## src/rtl/stream_mux_rr.sv

```systemverilog
// stream_mux_rr: CH-input stream multiplexer with valid/ready handshake and a
// single registered output stage. The channel is chosen by an external select
// (mode=0) or by round-robin arbitration (mode=1).
// Optional feature macro: STREAM_MUX_FRAME_LOCK_EN. When it is defined, the
// first granted channel keeps the output for FRAME beats and the last beat of
// the frame is flagged on out_last.
module stream_mux_rr #(
    parameter int unsigned N     = 16,
    parameter int unsigned CH    = 4,
    parameter int unsigned SELW  = $clog2(CH),
    parameter int unsigned FRAME = 16
) (
    input  logic            clk,
    input  logic            rst,
    input  logic [CH*N-1:0] in_data,
    input  logic [CH-1:0]   in_valid,
    output logic [CH-1:0]   in_ready,
    input  logic            mode,
    input  logic [SELW-1:0] sel,
    output logic [N-1:0]    out_data,
    output logic [SELW-1:0] out_ch,
    output logic            out_valid,
    input  logic            out_ready,
    output logic            out_last
);

    typedef enum logic {
        S_EMPTY = 1'b0,
        S_FULL  = 1'b1
    } state_t;

    state_t          state;
    state_t          state_nx;
    logic [SELW-1:0] rr_ptr;
    logic            load;
    logic            gnt_vld;
    logic [SELW-1:0] gnt_idx;
    logic [N-1:0]    gnt_data;
    logic            xfer;
    logic            last_beat;
    logic            ptr_upd;

`ifdef STREAM_MUX_FRAME_LOCK_EN
    localparam int unsigned CNTW = $clog2(FRAME);

    logic            lock;
    logic [SELW-1:0] lock_ch;
    logic [CNTW-1:0] beat_cnt;
`endif

    // The register accepts a new beat when it is empty or is being drained.
    assign load     = (state == S_EMPTY) | out_ready;
    assign xfer     = gnt_vld & load;
    assign in_ready = xfer ? (CH'(1) << gnt_idx) : '0;
    assign out_valid = (state == S_FULL);

    // Grant selection: the frame lock overrides everything, then fixed select or round-robin.
    always_comb begin
        gnt_vld = 1'b0;
        gnt_idx = '0;
`ifdef STREAM_MUX_FRAME_LOCK_EN
        if (lock) begin
            gnt_vld = in_valid[lock_ch];
            gnt_idx = lock_ch;
        end else
`endif
        if (!mode) begin
            // An out-of-range sel matches no channel, so nothing is granted.
            for (int unsigned i = 0; i < CH; i++) begin
                if (sel == SELW'(i) && in_valid[i]) begin
                    gnt_vld = 1'b1;
                    gnt_idx = SELW'(i);
                end
            end
        end else begin
            // Scan from the farthest candidate down, so the nearest channel after rr_ptr wins.
            for (int unsigned k = CH; k >= 1; k--) begin
                if (in_valid[SELW'((32'(rr_ptr) + k) % CH)]) begin
                    gnt_vld = 1'b1;
                    gnt_idx = SELW'((32'(rr_ptr) + k) % CH);
                end
            end
        end
    end

    // Data mux for the granted channel.
    always_comb begin
        gnt_data = '0;
        for (int unsigned i = 0; i < CH; i++) begin
            if (gnt_idx == SELW'(i)) begin
                gnt_data = in_data[i*N +: N];
            end
        end
    end

    // Next-state logic for the output register occupancy.
    always_comb begin
        state_nx = state;
        case (state)
            S_EMPTY: if (xfer) state_nx = S_FULL;
            S_FULL:  if (out_ready && !xfer) state_nx = S_EMPTY;
            default: state_nx = S_EMPTY;
        endcase
    end

    // State register.
    always_ff @(posedge clk) begin
        if (rst) begin
            state <= S_EMPTY;
        end else begin
            state <= state_nx;
        end
    end

    // Output payload register. On a bubble it keeps its last contents.
    always_ff @(posedge clk) begin
        if (rst) begin
            out_data <= '0;
            out_ch   <= '0;
            out_last <= 1'b0;
        end else if (xfer) begin
            out_data <= gnt_data;
            out_ch   <= gnt_idx;
            out_last <= last_beat;
        end
    end

`ifdef STREAM_MUX_FRAME_LOCK_EN
    assign last_beat = lock && (beat_cnt == CNTW'(FRAME - 1));
    // While locked, gnt_idx equals lock_ch, so the pointer ends the frame on lock_ch.
    assign ptr_upd   = xfer & (mode | lock);

    // Frame lock tracking: capture the channel on the first beat and release it after FRAME beats.
    always_ff @(posedge clk) begin
        if (rst) begin
            lock     <= 1'b0;
            lock_ch  <= '0;
            beat_cnt <= '0;
        end else if (xfer) begin
            if (!lock) begin
                lock     <= 1'b1;
                lock_ch  <= gnt_idx;
                beat_cnt <= CNTW'(1);
            end else if (last_beat) begin
                lock     <= 1'b0;
                beat_cnt <= '0;
            end else begin
                beat_cnt <= beat_cnt + CNTW'(1);
            end
        end
    end
`else
    assign last_beat = 1'b0;
    assign ptr_upd   = xfer & mode;
`endif

    // Round-robin pointer: the last channel granted in round-robin mode.
    always_ff @(posedge clk) begin
        if (rst) begin
            rr_ptr <= SELW'(CH - 1);
        end else if (ptr_upd) begin
            rr_ptr <= gnt_idx;
        end
    end

endmodule
```

## config.mk

```make
export PLATFORM = sky130hd
export DESIGN_NAME = stream_mux_rr
export DESIGN_NICKNAME = d
export VERILOG_FILES = /design/src/rtl/stream_mux_rr.sv
export SDC_FILE = /design/constraint.sdc
export NUM_CORES = 1
export LEC_CHECK = 0
export BUFFER_PORTS_ARGS = -buffer_cell sky130_fd_sc_hd__buf_4
export CORE_AREA = 2 2 81 60
export DETAILED_ROUTE_END_ITERATION = 6
export DIE_AREA = 0 0 83 62
export GPL_ROUTABILITY_DRIVEN = 0
export PLACE_DENSITY = 0.74
export REMOVE_ABC_BUFFERS = 1
export SLEW_MARGIN = 30
export SYNTH_ARGS = -nofsm -noshare
export SYNTH_HDL_FRONTEND = slang
export SYNTH_SLANG_ARGS = --single-unit
```

## constraint.sdc

```tcl
create_clock -name clk -period 2 [get_ports clk]
set_input_delay 0.4 -clock clk [delete_from_list [all_inputs] [get_ports clk]]
set_output_delay 0.4 -clock clk [all_outputs]
set_load 0.005 [all_outputs]
```

==> key figures, run 1 <==
Power and ir drop
  • Sw frac: between 30% and 40%
  • Clock power share: approximately a fifth
  • Logic gate share of total power: between 40 and 50%
  • Pwr per Cell Area: roughly 540 nW/um^2
  • Sw Pwr: between 400 and 500 uW
  • Sequential group share of total power: 35.9%
  • Leakage power: roughly 0.0011 uW
  • Int Pwr: roughly 970 uW
  • Max rail drop VDD: ~230 uV

Synth
  • Synth area leader: dfxtp_1
  • Post-Synth XOR/XNOR Area: 0%
  • Seq cells post-synth: 21
  • Dominant cells by area after synthesis: dfxtp_1 (26%), a221oi_1 (18%), and2_1 (12%)
  • Synthesized instance count: 199
  • EDFF count, synth: 0
  • Sequential area share after synthesis: roughly 26%
  • Synth Area in Adders: 0%
  • Synth warn: 0
  • Largest family of logic cells by synthesized area: compound AO/OA/AOI/OAI gates
  • Cell area after synthesis: approximately 1600 sq um
  • Post-Synth Simple-Gate Area: between 20 and 30%
  • Synth unique cells: 40
  • Post-synth ARST share: 0%
  • Post-synthesis mux area share: under 10%
  • Avg Cell Area, Syn: just over 8 sq um
  • Post-synthesis compound-gate area fraction: between 30 and 40%
  • Main flop type after synthesis: dfxtp_1
  • Top cell type's share of synthesized area: 25.6%

Timing
  • Final count of hold timing violations: 0
  • Final period utilization: 107%
  • F_max: 467 MHz
  • Worst-case clock skew: between 0.002 and 0.003 ns
  • Final worst path period need: between 2 and 2.5 ns
  • Final TNS setup: -0.512 ns
  • Worst setup margin: -0.140 ns
  • RSZ-0062 raised after global routing: true
  • # setup viols final: 4
  • Final Max Slew Viols: 0

Floorplanning
  • Chip width: ~83 microns
  • Core area: between 4000 and 5000 sq um
  • Die area: roughly 5100 sq um
  • Starting Density: between 30 and 40%
  • I/O pin count: 98
  • Die height: 62 microns
  • Row count: 21

Critical path
  • WP data arrival: 1.74 ns
  • Cell Chain, Critical Path: buf_6 -> or4_4 -> mux2_4 -> and2_4 -> nand2_4 -> nor2_2 -> buf_4
  • Reg-to-reg slack, setup: 0.20 ns
  • Setup crit start kind: primary input
  • Critical-path top delay cell: or4_4
  • Worst Setup End Kind: primary output
  • Crit path required time: 1.60 ns
  • Crit-path max cell delay: 0.53 ns
  • Crit path kind: primary input to primary output
  • Worst Path Max Fanout: 3

Clocking
  • Hold buffers post-CTS: 0
  • Clock tree buffer depth: 2
  • CTS buffer count: 3
  • Root buf cell: clkbuf_8
  • Clk slew on worst S/H paths: around 0.070 ns
  • CTS HTree Levels: 1
  • Worst skew pair latency: roughly 0.26 ns
  • CTS tree: done
  • Clk sinks: 21

Worst hold path
  • Min-delay worst type: primary input to flop

Global route
  • First-pass GRT wire length: 8.64 mm
  • Gr ovfl total: 0
  • Vias in the first global route: between 1,500 and 2,000
  • Initial antenna violation count: 0
  • Total GRT Usage: approximately a fifth
  • Largest net degree at the start of global routing: 26

Cells and area
  • Share of layout cells above drive strength 1: a little under half
  • Synthesis-to-layout area growth: 58.6%
  • NumNets Final: 379
  • Final Non-Filler Cells: between 300 and 400
  • Ant. Diodes: 0

Routing
  • Total Routed Length: approximately 5.4 mm
  • Initial DRC Count: 88
  • Pre-antenna DRT Iters: 4
  • Via count: ~2,000
  • DRC errors left: 0
  • Post-DR vias/cell: 5.41
  • WL/cell: between 10 and 15 microns
  • Routed Antenna Nets: 0

Placed design
  • I/O Buffers: 96
  • Placed cell count: around 350
  • DP HPWL: just over 4 mm

Job
  • MaxCap Viol Count: 0

Outcome
  • Failing checks: negative setup slack
  • Status: finished with violations
==> repair_timing <==
action	in CTS	in global routing
resized for setup	6	3
buffers inserted	2	2
pin swaps	2	2
endpoints found under the setup margin	4	4
==> critical path, delay by kind of cell <==
kind	cells	cell delay [ns]
AND/OR/NAND/NOR	4	0.83
multiplexers	1	0.28
buffers and inverters	2	0.22
==> per-layer routing <==
| layer | part of all wire (%) | vias up | GRT usage [%] |
|---|---|---|---|
| li1 | - | 975 | - |
| met4 | 0.85 | 0 | 5.39 |
| met2 | 47 | 81 | 37.4 |
| met3 | 7.3 | 4 | 5.02 |
| met5 | 0 | - | 0 |
| met1 | 45 | 893 | 26.0 |
==> layout make-up <==
class / count / area [sq um]
Timing Repair Buffer: 123 / 960
Sequential cell: 21 / 422
Fill cell: 421 / 1880
Clock buffer: 4 / 45.0
Tap cell: 57 / 71.3
Multi-Input combinational cell: 156 / 1110
==> synthesized netlist by cell type, types with 2 or more instances <==
master / n
a21oi_1: 8
a221oi_1: 33
and2_1: 32
buf_2: 9
buf_4: 4
clkbuf_1: 7
dfxtp_1: 21
mux2i_1: 2
nand2_1: 20
nand2b_1: 5
nor2_1: 7
nor2b_1: 3
o21ai_0: 6
o31ai_1: 16
==> path summary, 6_finish.rpt <==
kind              cells past startpoint                       from                         to
setup / recovery                      7                in_valid[3]                in_ready[1]
hold / removal                        2                        rst       out_valid$_SDFF_PP0_
setup reg to reg                      9     rr_ptr[0]$_SDFFE_PP1P_     out_ch[0]$_SDFFE_PP0P_
hold reg to reg                       2  out_data[11]$_SDFFE_PP0P_  out_data[11]$_SDFFE_PP0P_
==> layout by cell type (no fill, tap or decap), types with 2 or more instances in the layout <==
cell and n:
nand2_1 18, nor2_1 6, a221oi_1 33, dfxtp_1 20
buf_4 118, a21oi_1 7, nor2b_1 3, nand2b_1 5
buf_12 2, mux2i_1 2, o21ai_0 6, o31ai_1 16
buf_6 3, clkbuf_8 3, and2_1 32
==> sequential cells by signal, summed over array words and instances, names as in the netlist <==
| signal | flops |
|---|---|
| out_data | 16 |
| out_ch | 2 |
| rr_ptr | 2 |
| out_valid | 1 |
==> cells by family after synthesis <==
kind of cell           count (synthesis)
flip-flops                            21
buffers and inverters                 22
other                                  1
multiplexers                           5
AO/OA/AOI/OAI                         75
AND/OR/NAND/NOR                       75
==> through the flow <==
stage	power [uW]	worst slack (ns)	instance area (sq um)	utilization, %	hold WS, ns
2_1_floorplan	768	-0.340	1510	-	0.449
3_3_place_gp	1100	-0.180	2500	55.8	0.437
3_5_place_dp	1110	-0.216	2500	55.8	0.444
4_1_cts	1410	-0.137	2590	57.6	0.374
5_1_grt	1500	-0.174	2610	58.1	0.382
6_report	1400	-0.140	2610	58.1	0.386
==> power groups by stage <==
stage          logic (uW)  clock network [uW]  registers, uW
3_5_place_dp          601                   0            513
3_3_place_gp          588                   0            511
2_1_floorplan         252                   0            516
6_report              623                 277            504
4_1_cts               618                 288            503
5_1_grt               682                 309            512
(Power assumes the default switching activity.)
==> run 2: changes to the inputs <==
- CORE_AREA: 2 2 81 60 -> 2 2 68 70
- DIE_AREA: 0 0 83 62 -> 0 0 70 72
- PLACE_DENSITY: 0.74 -> 0.75
==> run 2 against run 1 <==
Against the previous run:
- the flow still finishes with violations (negative setup slack)
- non-clock buffer count shrank 1
- worst setup slack is essentially flat
- final cell count shrank 1.7%
- flip-flop and latch count is the same
- combinational power shrank 0.8%
- clock skew grew 0.0044 ns
- fmax is essentially flat
- cell area shrank 0.14%
- die area shrank 2.1%
- critical path depth is the same
- critical path type unchanged
- largest power group unchanged
==> key figures, run 2 (synthesis gave the netlist of run 1 again) <==
Global route
  • First-pass GRT wire length: 8.74 mm (was 8.64 mm)
  • Largest net degree at the start of global routing: 24 (was 26)
  • Total GRT Usage: 20.8% (was 20.9%)
  • Initial antenna violation count: 0 (unchanged)
  • Gr ovfl total: 0 (unchanged)
  • Vias in the first global route: 1,949 (was 1,837)

Power and ir drop
  • Max rail drop VDD: 306 uV (was 226 uV)
  • Int Pwr: 963 uW (was 966 uW)
  • Logic gate share of total power: 43.9% (was 44.4%)
  • Clock power share: 20.1% (was 19.7%)
  • Sw frac: 31.5% (was 31.2%)
  • Leakage power: 0.00115 uW (about the same)
  • Pwr per Cell Area: 540 nW/um^2 (was 538 nW/um^2)
  • Sequential group share of total power: 36.0% (was 35.9%)
  • Tot Pwr: 1410 uW (was 1400 uW)
  • Sw Pwr: 444 uW (was 438 uW)

Cells and area
  • Largest register FFs: 16 (unchanged)
  • Largest registers: out_data (16), out_ch (2), rr_ptr (2) (unchanged)
  • NumNets Final: 378 (was 379)
  • Leading cell types in the layout, fill and taps excluded: buf_4 (117), a221oi_1 (33), and2_1 (32) (was buf_4 (118), a221oi_1 (33), and2_1 (32))
  • Share of layout cells above drive strength 1: 46.2% (was 46.4%)
  • Largest Register: out_data (unchanged)
  • Filler cells: 385 (was 421)
  • Synthesis-to-layout area growth: 58.3% (was 58.6%)
  • Ant. Diodes: 0 (unchanged)
  • Most common cell after layout, fill and taps aside: buf_4 (unchanged)

Routing
  • Via count: 1,927 (was 1,953)
  • DRC errors left: 0 (unchanged)
  • WL/cell: 15.1 microns (was 15.0 microns)
  • Routed Antenna Nets: 0 (unchanged)
  • Pre-antenna DRT Iters: 6 (was 4)
  • Initial DRC Count: 73 (was 88)
  • Post-DR vias/cell: 5.43 (was 5.41)
  • Total Routed Length: 5.35 mm (was 5.41 mm)

Timing
  • Final period utilization: 107% (about the same)
  • # setup viols final: 19 (was 4)
  • Worst setup margin: -0.139 ns (was -0.140 ns)
  • Final TNS setup: -0.774 ns (was -0.512 ns)
  • Final count of hold timing violations: 0 (unchanged)
  • F_max: 467 MHz (about the same)
  • Final Max Slew Viols: 0 (unchanged)
  • RSZ-0062 raised after global routing: true (unchanged)
  • Final worst path period need: 2.14 ns (about the same)
  • Worst-case clock skew: 0.00707 ns (was 0.00264 ns)

Floorplanning
  • Row count: 24 (was 21)
  • Die area: 5040 sq um (was 5150 sq um)
  • Starting Density: 38.6% (was 36.6%)
  • Chip width: 70 microns (was 83 microns)
  • Die height: 72 microns (was 62 microns)
  • I/O pin count: 98 (unchanged)
  • Core area: 4260 sq um (was 4490 sq um)

Clocking
  • CTS tree: done (unchanged)
  • Worst skew pair latency: 0.26 ns (about the same)
  • CTS buffer count: 3 (unchanged)
  • Clock tree buffer depth: 2 (unchanged)
  • Clk sinks: 21 (unchanged)
  • Clk slew on worst S/H paths: 0.08 ns (was 0.07 ns)
  • Hold buffers post-CTS: 0 (unchanged)
  • Root buf cell: clkbuf_8 (unchanged)
  • CTS HTree Levels: 1 (unchanged)

Worst hold path
  • Min-delay worst type: primary input to flop (unchanged)

Critical path
  • Worst Setup End Kind: primary output (unchanged)
  • Crit path kind: primary input to primary output (unchanged)
  • Crit path required time: 1.60 ns (about the same)
  • WP data arrival: 1.74 ns (about the same)
  • Setup crit start kind: primary input (unchanged)
  • Worst Path Max Fanout: 3 (unchanged)

Outcome
  • Failing checks: negative setup slack (unchanged)
  • Status: finished with violations (unchanged)

Job
  • MaxCap Viol Count: 0 (unchanged)

Placed design
  • DP HPWL: 4.01 mm (was 4.15 mm)
  • I/O Buffers: 96 (unchanged)
[run 2: power groups by stage]
stage	Clock, uW	Combinational [uW]	Sequential, uW
final	283	618	506
after CTS	297	616	506
after detailed placement	0	598	516
after global placement	0	591	513
after global routing	310	672	514
after floorplan	0	252	516
[run 2: layer usage]
metal / GRT usage, % / vias to the layer above / wire, microns
met5: 0 / - / 0
met4: 5.56 / 0 / 40
met3: 3.89 / 4 / 377
met2: 36.7 / 72 / 2540
met1: 26.3 / 882 / 2390
li1: - / 969 / -
[run 2: path summary, 6_finish.rpt]
check	start	to	slack, ns	depth (start not counted)
setup / recovery	in_valid[0]	in_ready[1]	-0.14	7
hold / removal	rst	out_valid$_SDFF_PP0_	0.37	2
setup reg to reg	rr_ptr[1]$_SDFFE_PP1P_	out_data[2]$_SDFFE_PP0P_	0.19	6
hold reg to reg	out_data[11]$_SDFFE_PP0P_	out_data[11]$_SDFFE_PP0P_	0.46	2
[run 2: area by class of cell]
class / count / area [sq um] / area share [%]
Clock inverter: 1 / 5.00 / 0.192
Clock buffer: 3 / 41.3 / 1.59
Multi-Input combinational cell: 156 / 1110 / 42.7
Timing Repair Buffer: 122 / 961 / 36.9
Tap cell: 52 / 65.1 / 2.50
Sequential cell: 21 / 420 / 16.1
[run 2: worst max-delay path: stages]
cell and delay [ns]:
buf_6 0.09, or4_4 0.52, mux2_4 0.28, and2_4 0.18, nand2_4 0.08, nor2_1 0.05, buf_4 0.14
[run 2: what timing repair did]
action,in CTS,in global routing
gates resized for setup,7,1
endpoints found under the hold margin,0,0
setup buffers,3,1
setup endpoints to repair,4,4
pin swaps,2,1
[run 2: metrics by stage]
step | std cells | area (sq um) | util, % | hold slack, ns | setup slack, ns
final | 355 | 2610 | 61.1 | 0.372 | -0.139
after global routing | 355 | 2610 | 61.1 | 0.370 | -0.168
after CTS | 354 | 2600 | 60.9 | 0.362 | -0.142
after detailed placement | 347 | 2500 | 58.7 | 0.446 | -0.206
after global placement | 347 | 2500 | 58.7 | 0.436 | -0.169
after floorplan | 177 | 1510 | - | 0.449 | -0.340
==> run 3: changes to the inputs <==
- BUFFER_PORTS_ARGS: -buffer_cell sky130_fd_sc_hd__buf_4 -> -buffer_cell sky130_fd_sc_hd__buf_2
- CORE_AREA: 2 2 68 70 -> 2 2 65 67
- CTS_BUF_LIST: unset -> sky130_fd_sc_hd__clkbuf_8
- DIE_AREA: 0 0 70 72 -> 0 0 67 69
- PLACE_DENSITY: 0.75 -> 0.78
- clock period: 2 -> 2.24 ns (I/O delays scaled with it)
==> run 3 against run 2 <==
Against the previous run:
- clock skew fell by 0.0026 ns
- hold slack improved by 0.083 ns
- largest power group unchanged
- worst setup slack better by 0.15 ns
- global-route usage rose by 0.73 points
- total power fell by 17%
- wire length shrank 4.6%
- final cell count decreased by 2.0%
- sequential share of layout area up 2.0 points
- critical endpoint unchanged
- the run now ends clean
- combinational power down 25%
- largest cell class unchanged
==> key figures, run 3 (synthesis gave the netlist of run 1 again) <==
Critical path
  • Reg-to-reg critical path endpoint: out_data[9]$_SDFFE_PP0P_ (was out_data[2]$_SDFFE_PP0P_)
  • Crit path required time: 1.79 ns (was 1.60 ns)
  • Worst Path Max Fanout: 4 (was 3)
  • Crit-path leading delay family: simple AND/OR/NAND/NOR gates (unchanged)
  • Setup crit start kind: primary input (unchanged)
  • Cell Chain, Critical Path: buf_6 -> or4_4 -> mux2_4 -> and2_4 -> nand2_4 -> nor2_1 -> buf_2 (was buf_6 -> or4_4 -> mux2_4 -> and2_4 -> nand2_4 -> nor2_1 -> buf_4)
  • Reg2reg path depth: 6 (unchanged)
  • WP data arrival: 1.78 ns (was 1.74 ns)
  • Reg2reg start: rr_ptr[1]$_SDFFE_PP1P_ (unchanged)
  • Reg-to-reg slack, setup: 0.34 ns (was 0.19 ns)
  • Critical-path top delay cell: or4_4 (unchanged)
  • Crit-path max cell delay: 0.53 ns (was 0.52 ns)
  • Crit path kind: primary input to primary output (unchanged)
  • Worst Setup End Kind: primary output (unchanged)
  • WP buf/inv: 2 (unchanged)

Timing
  • Final count of hold timing violations: 0 (unchanged)
  • # setup viols final: 0 (was 19)
  • Worst-case clock skew: 0.00446 ns (was 0.00707 ns)
  • RSZ-0062 raised after global routing: true (unchanged)
  • Final TNS setup: 0 ns (was -0.774 ns)
  • Final Max Slew Viols: 0 (unchanged)
  • Final period utilization: about 100%
  • Final Hold Slack: 0.455 ns (was 0.372 ns)
  • F_max: 449 MHz
  • Final worst path period need: between 2 and 2.5 ns

Outcome
  • Status: complete, no violations (was finished with violations)

Clocking
  • Worst skew pair latency: 0.26 ns (about the same)
  • Clk sinks: 21 (unchanged)
  • Root buf cell: clkbuf_8 (unchanged)
  • CTS HTree Levels: 1 (unchanged)
  • Clock tree buffer depth: 2 (unchanged)
  • CTS tree: done (unchanged)
  • Clk slew on worst S/H paths: 0.08 ns (about the same)
  • CTS buffer count: 3 (unchanged)
  • Hold buffers post-CTS: 0 (unchanged)

Routing
  • Routed Antenna Nets: 0 (unchanged)
  • Post-DR vias/cell: 5.50 (was 5.43)
  • WL/cell: 14.7 microns (was 15.1 microns)
  • Total Routed Length: 5.10 mm (was 5.35 mm)
  • Pre-antenna DRT Iters: 4 (was 6)
  • Via count: 1,913 (was 1,927)
  • Initial DRC Count: 72 (was 73)
  • DRC errors left: 0 (unchanged)

Global route
  • First-pass GRT wire length: 7.94 mm (was 8.74 mm)
  • Vias in the first global route: 1,769 (was 1,949)
  • Total GRT Usage: 21.6% (was 20.8%)
  • Gr ovfl total: 0 (unchanged)
  • Largest net degree at the start of global routing: 18 (was 24)
  • Initial antenna violation count: 0 (unchanged)

Power and ir drop
  • Max rail drop VDD: 265 uV (was 306 uV)
  • Tot Pwr: 1170 uW (was 1410 uW)
  • Leakage power: 0.00105 uW (was 0.00115 uW)
  • Pwr per Cell Area: 505 nW/um^2 (was 540 nW/um^2)

Floorplanning
  • Row count: 23 (was 24)
  • Die area: 4620 sq um (was 5040 sq um)
  • Chip width: 67 microns (was 70 microns)
  • I/O pin count: 98 (unchanged)
  • Core area: 3910 sq um (was 4260 sq um)
  • Starting Density: 42.0% (was 38.6%)
  • Die height: 69 microns (was 72 microns)

Placed design
  • I/O Buffers: 96 (unchanged)
  • DP HPWL: 3.88 mm (was 4.01 mm)
  • Area after DPL: 2210 sq um (was 2500 sq um)

Cells and area
  • Largest Register: out_data (unchanged)
  • Leading cell types in the layout, fill and taps excluded: buf_2 (93), a221oi_1 (33), and2_1 (32) (was buf_4 (117), a221oi_1 (33), and2_1 (32))
  • Ant. Diodes: 0 (unchanged)
  • Final core occ: 59.1% (was 61.1%)
  • Largest registers: out_data (16), out_ch (2), rr_ptr (2) (unchanged)
  • Filler cells: 358 (was 385)
  • Share of layout cells above drive strength 1: 45.3% (was 46.2%)
  • Most common cell after layout, fill and taps aside: buf_2 (was buf_4)
  • Synthesis-to-layout area growth: 40.7% (was 58.3%)
  • Largest register FFs: 16 (unchanged)
  • NumNets Final: 373 (was 378)
  • Design Area, Final: 2310 sq um (was 2610 sq um)

Worst hold path
  • Hold Startpoint: out_data[5]$_SDFFE_PP0P_ (was rst)
  • Hold path depth: 2 (unchanged)
  • Min-delay worst type: flop to flop (was primary input to flop)
  • Hold EP: out_data[5]$_SDFFE_PP0P_ (was out_valid$_SDFF_PP0_)

Job
  • MaxCap Viol Count: 0 (unchanged)
-- run 3: changes by cell type in the layout (fill, tap and decap cells not counted), sizes merged --
cell	change
buf	-5
-- run 3: per-stage QoR --
step | instances | worst slack, ns
3_3_place_gp | 342 | -0.0363
6_report | 348 | 0.0114
3_5_place_dp | 342 | -0.0555
4_1_cts | 347 | -0.0111
5_1_grt | 348 | -0.0133
2_1_floorplan | 177 | -0.159
-- run 3: area by class of cell --
class / count / area [sq um] / area share (%)
clock buffer: 3 / 41.3 / 1.78
tap: 50 / 62.6 / 2.70
sequential: 21 / 420 / 18.2
clock inverter: 1 / 5.00 / 0.216
timing repair buffer: 117 / 673 / 29.1
multi-input combinational: 156 / 1110 / 48.1
-- run 3: worst max-delay path by stage --
stage	to	startpoint	cells past startpoint	slack (ns)
5_1_grt	in_ready[0]	in_valid[1]	7	-0.01
3_5_place_dp	in_ready[3]	in_valid[3]	7	-0.06
2_1_floorplan	in_ready[0]	mode	3	-0.16
4_1_cts	in_ready[3]	in_valid[0]	7	-0.01
3_3_place_gp	in_ready[3]	in_valid[3]	7	-0.04
6_report	in_ready[1]	in_valid[1]	7	0.01
-- run 3: per-layer routing --
metal | part of all wire [%] | global-route usage [%] | up-vias
met2 | 50 | 37.5 | 87
met1 | 40 | 27.1 | 866
met3 | 8.8 | 3.43 | 4
met5 | 0 | 0 | -
li1 | - | - | 956
met4 | 0.88 | 5.44 | 0
-- run 3: report_power, final --
part           leakage, uW  switching, uW  internal, uW
Combinational     0.000850            228           237
Clock            0.0000255            128           124
Sequential        0.000174           29.4           422
Total              0.00105            386           783
-- run 3: repair_timing --
| action | in CTS | in global routing |
|---|---|---|
| setup endpoints to repair | 4 | 4 |
| gates resized for setup | 9 | 4 |
| pin swaps | 2 | 1 |
| buffers inserted | 1 | 1 |
-- run 3: worst reg2reg max path: cells and delay by family (launching register included) --
kind,cells,cell delay (ns)
AO/OA/AOI/OAI,5,1.07
buffers and inverters,1,0.22
flip-flops,1,0.50
